===== config.mk =====
export PLATFORM = sky130hd
export DESIGN_NAME = serial_adder
export DESIGN_NICKNAME = d
export VERILOG_FILES = /design/src/rtl/serial_adder.sv
export SDC_FILE = /design/constraint.sdc
export NUM_CORES = 1
export LEC_CHECK = 0
export BUFFER_PORTS_ARGS = -buffer_cell sky130_fd_sc_hd__buf_4
export CORE_MARGIN = 4
export CORE_UTILIZATION = 57
export CTS_CLUSTER_DIAMETER = 40
export DETAILED_ROUTE_END_ITERATION = 8
export PLACE_DENSITY = 0.81
export SYNTH_ARGS = -nofsm -noshare
export SYNTH_HDL_FRONTEND = slang
export SYNTH_SLANG_ARGS = --single-unit

===== constraint.sdc =====
create_clock -name clk -period 3.25 [get_ports clk]
set_clock_uncertainty 0.1 [all_clocks]
set_input_delay 0.4875 -clock clk [delete_from_list [all_inputs] [get_ports clk]]
set_output_delay 0.4875 -clock clk [all_outputs]
set_load 0.03 [all_outputs]

===== src/rtl/serial_adder.sv =====
// Bit-serial unsigned adder: operands captured in parallel on load, then added
// LSB first through one full adder and a carry flop. Final {cout, sum} is
// published on registered outputs only when the N-th bit completes.
module serial_adder #(
  parameter int unsigned N = 4
) (
  input  logic         clk,
  input  logic         reset,
  input  logic [N-1:0] a,
  input  logic [N-1:0] b,
  input  logic         load,
  output logic [N-1:0] sum,
  output logic         cout
);

  localparam int unsigned CW = $clog2(N + 1);

  typedef enum logic [1:0] {
    IDLE,
    LOAD,
    SHIFT,
    DONE
  } state_e;

  state_e          state_q, state_d;
  logic [N-1:0]    a_q, a_d;
  logic [N-1:0]    b_q, b_d;
  logic [N-1:0]    acc_q, acc_d;
  logic            carry_q, carry_d;
  logic [CW-1:0]   cnt_q, cnt_d;
  logic [N-1:0]    sum_q, sum_d;
  logic            cout_q, cout_d;

  // Full-adder datapath signals for the bit currently at the LSB.
  logic            bit_s;
  logic            bit_c;
  logic [N-1:0]    s_vec;
  logic [N-1:0]    acc_next;
  logic [CW-1:0]   cnt_inc;

  // One full-adder step on the LSBs plus the shifted accumulator value.
  always_comb begin
    bit_s    = a_q[0] ^ b_q[0] ^ carry_q;
    bit_c    = (a_q[0] & b_q[0]) | (a_q[0] & carry_q) | (b_q[0] & carry_q);
    // Sum bit enters at the MSB; built as a mask so N=1 needs no empty slice.
    s_vec    = '0;
    s_vec[N-1] = bit_s;
    acc_next = (acc_q >> 1) | s_vec;
    cnt_inc  = cnt_q + CW'(1);
  end

  // Next-state logic: load overrides everything, LOAD/SHIFT process one bit.
  always_comb begin
    state_d = state_q;
    a_d     = a_q;
    b_d     = b_q;
    acc_d   = acc_q;
    carry_d = carry_q;
    cnt_d   = cnt_q;
    sum_d   = sum_q;
    cout_d  = cout_q;

    if (load) begin
      a_d     = a;
      b_d     = b;
      acc_d   = '0;
      carry_d = 1'b0;
      cnt_d   = '0;
      state_d = LOAD;
    end else begin
      unique case (state_q)
        LOAD, SHIFT: begin
          a_d     = a_q >> 1;
          b_d     = b_q >> 1;
          acc_d   = acc_next;
          carry_d = bit_c;
          cnt_d   = cnt_inc;
          if (cnt_inc == CW'(N)) begin
            sum_d   = acc_next;
            cout_d  = bit_c;
            state_d = DONE;
          end else begin
            state_d = SHIFT;
          end
        end
        default: begin
          state_d = state_q;
        end
      endcase
    end
  end

  // State and output registers, cleared asynchronously by active-low reset.
  always_ff @(posedge clk or negedge reset) begin
    if (!reset) begin
      state_q <= IDLE;
      a_q     <= '0;
      b_q     <= '0;
      acc_q   <= '0;
      carry_q <= 1'b0;
      cnt_q   <= '0;
      sum_q   <= '0;
      cout_q  <= 1'b0;
    end else begin
      state_q <= state_d;
      a_q     <= a_d;
      b_q     <= b_d;
      acc_q   <= acc_d;
      carry_q <= carry_d;
      cnt_q   <= cnt_d;
      sum_q   <= sum_d;
      cout_q  <= cout_d;
    end
  end

  assign sum  = sum_q;
  assign cout = cout_q;

endmodule


==> results.tsv <==
metric	value	unit
Setup TNS	0	ps
initial antenna violation count	0	
number of global-route vias before repair	685	
fin worst setup slack	1667	ps
final net count	118	
GR Util met1	17.41	%
starting density of the core	61.69	%
Synth Register Bits	22	
crit path DAT	1670	ps
synth warn	0	
Worst-path clk slew	110	ps
hpwl dp	1.132	mm
GRT Residual Overflow	0	
Global Route Usage Sum	15.01	%
worst r2r src	state_q[1]$_DFFE_PN0P_	
Synth Cell Area	950.9	um2
Mapped Avg Cell Area	11.06	um2
Pleak	0.5480	nW
H-tree depth	1	
Die Height	48.85	um
Port Buffers	15	
Finished Cell Area	1105	um2
DRT antenna net count	0	
root buf cell	clkbuf_4	
final setup fails	0	
Hold Crit Class	input pin to flip-flop	
met3 usage	5.199	%
count of final max-slew check failures	0	
status	complete, no violations	
Total Routed Length	1.538	mm
post-placement cell area	1072	um2
Vias	642	
Iter 0 DRT Violations	4	
most common cell after layout, fill and taps aside	dfrtp_1	
Die X	48.85	um
Initial DRT Pass Iterations	4	
Relative slew margins	81.81	%
CP Launch Type	flip-flop	
Max-cap violations	0	
Max VDD drop	0.0003772	V
largest net degree at the start of global routing	27	
Critical Path Sink Type	flip-flop	
Top Usage Layer GRT	met2	
Hold Crit Start	a[3]	
Synth Instances	86	
P&R area growth vs syn	16.18	%
period utilization	48.72	%
row cnt	14	
Placer Congestion	0.7931	
setup slack at placement	1666	ps
met2 Track Usage GR	24.13	%
vias per inst	5.441	
global-route wire length before repair	2.787	mm
core area	1541	um2
unrepaired setup endpoints after global routing	false	
CTS buffer count	3	
pwr dens	563.5	nW/um2
Net Count, Synth	100	
sequential share of the synthesized area	57.89	%
Netlist cell types	17	
Worst-Skew Late Latency	300	ps
Remaining DRCs	0	
Worst-Margin Slew	272.8	ps
CTS tree	yes	
n_diodes	0	
CP required	3340	ps
Setup CP Type	flip-flop to flip-flop	
WL/cell	13.03	um
CTS resizes	0	
clock buffer depth	2	
crit path max fanout	11	
commonest cells after routing, fill and taps aside	dfrtp_1, nand2_1, buf_4, o21ai_0	
Fmax achieved	631.5	MHz
die area	2386	um2
Tmin final	1583	ps
crit path from	state_q[1]$_DFFE_PN0P_	
share of cells above drive strength 1	24.51	%
Clock Sinks	22	
Ports	16	
Final Hold Fails	0	
-- layout make-up --
class / instances / area [um2]
sequential: 22 / 550.5
fill: 137 / 436.7
multi-input combinational: 58 / 370.4
timing repair buffer: 18 / 137.6
clock buffer: 3 / 22.52
tap: 16 / 20.02
inverter: 1 / 3.754
-- cell usage after synthesis, drive strengths merged --
library cell	count	area share, %
xnor2	2	1.8
a21oi	6	3.2
inv	1	0.39
nand2	20	7.9
fa	1	2.1
nor2	4	1.6
clkbuf	3	1.2
dfrtp	22	58
xor2	1	0.92
ha	2	2.6
buf	2	1.6
mux2	5	5.9
mux2i	6	6.3
a211oi	1	0.79
o21bai	1	0.79
nand3b	1	0.79
o21ai	8	4.2
-- worst paths after layout --
| path | end | slack, ps | cells after the start |
|---|---|---|---|
| worst min-delay path | a_q[3]$_DFFE_PN0P_ | 290 | 3 |
| max in group asynchronous | cnt_q[1]$_DFFE_PN0P_ | 2330 | 2 |
| min in group asynchronous | a_q[3]$_DFFE_PN0P_ | 500 | 2 |
| worst min register to register | sum[1]$_DFFE_PN0P_ | 430 | 1 |
| worst max-delay path | sum[0]$_DFFE_PN0P_ | 1670 | 4 |
| worst max register to register | sum[0]$_DFFE_PN0P_ | 1670 | 4 |
-- per-stage QoR --
step           hold slack, ps  cells  utilization, %  power [mW]
5_1_grt                 280.3    118           71.67      0.6673
6_report                286.8    118           71.67      0.6226
3_5_place_dp            288.1    114           69.56      0.5125
3_3_place_gp            287.2    114           69.56      0.5051
2_1_floorplan           91.91     86               -      0.4530
4_1_cts                 281.2    118           71.67      0.6316
-- critical path: stages, from the launching register on --
cell and delay, ps:
dfrtp_1 440, xor2_1 180, buf_4 180, nand3b_1 210, mux2_2 360
-- flip-flops by register name (all words and copies together) (netlist names) --
signal and cells:
b_q 4, cnt_q 3, cout 1, a_q 4, carry_q 1, state_q 2, acc_q 3, sum 4
-- power by group --
part	internal [mW]	total [mW]	switching, mW
Combinational	0.0758	0.166	0.0903
Sequential	0.313	0.340	0.0264
Clock	0.0432	0.117	0.0735
-- timing repair --
item / 4_1_cts / 5_1_grt
hold buffers: 1 / 0
endpoints found under the hold margin: 22 / 0
buffers inserted: 0 / 0
-- cells by family (layout without fill, tap and decap cells) --
kind of cell / after synthesis / in the layout / share of synthesized area (%)
AND/OR/NAND/NOR: 25 / 25 / 10.26
flip-flops: 22 / 22 / 57.89
AO/OA/AOI/OAI: 16 / 16 / 8.948
multiplexers: 11 / 11 / 12.24
buffers and inverters: 6 / 22 / 3.157
adder cells (fa/ha/maj): 3 / 3 / 4.737
XOR/XNOR: 3 / 3 / 2.764
-- layer usage --
metal / wire length (um) / part of all wire [%]
met2: 755 / 49
met5: 0 / 0
met1: 680 / 44
met3: 89 / 5.8
met4: 12 / 0.78
Note: power is estimated with default switching activity, not from simulation.
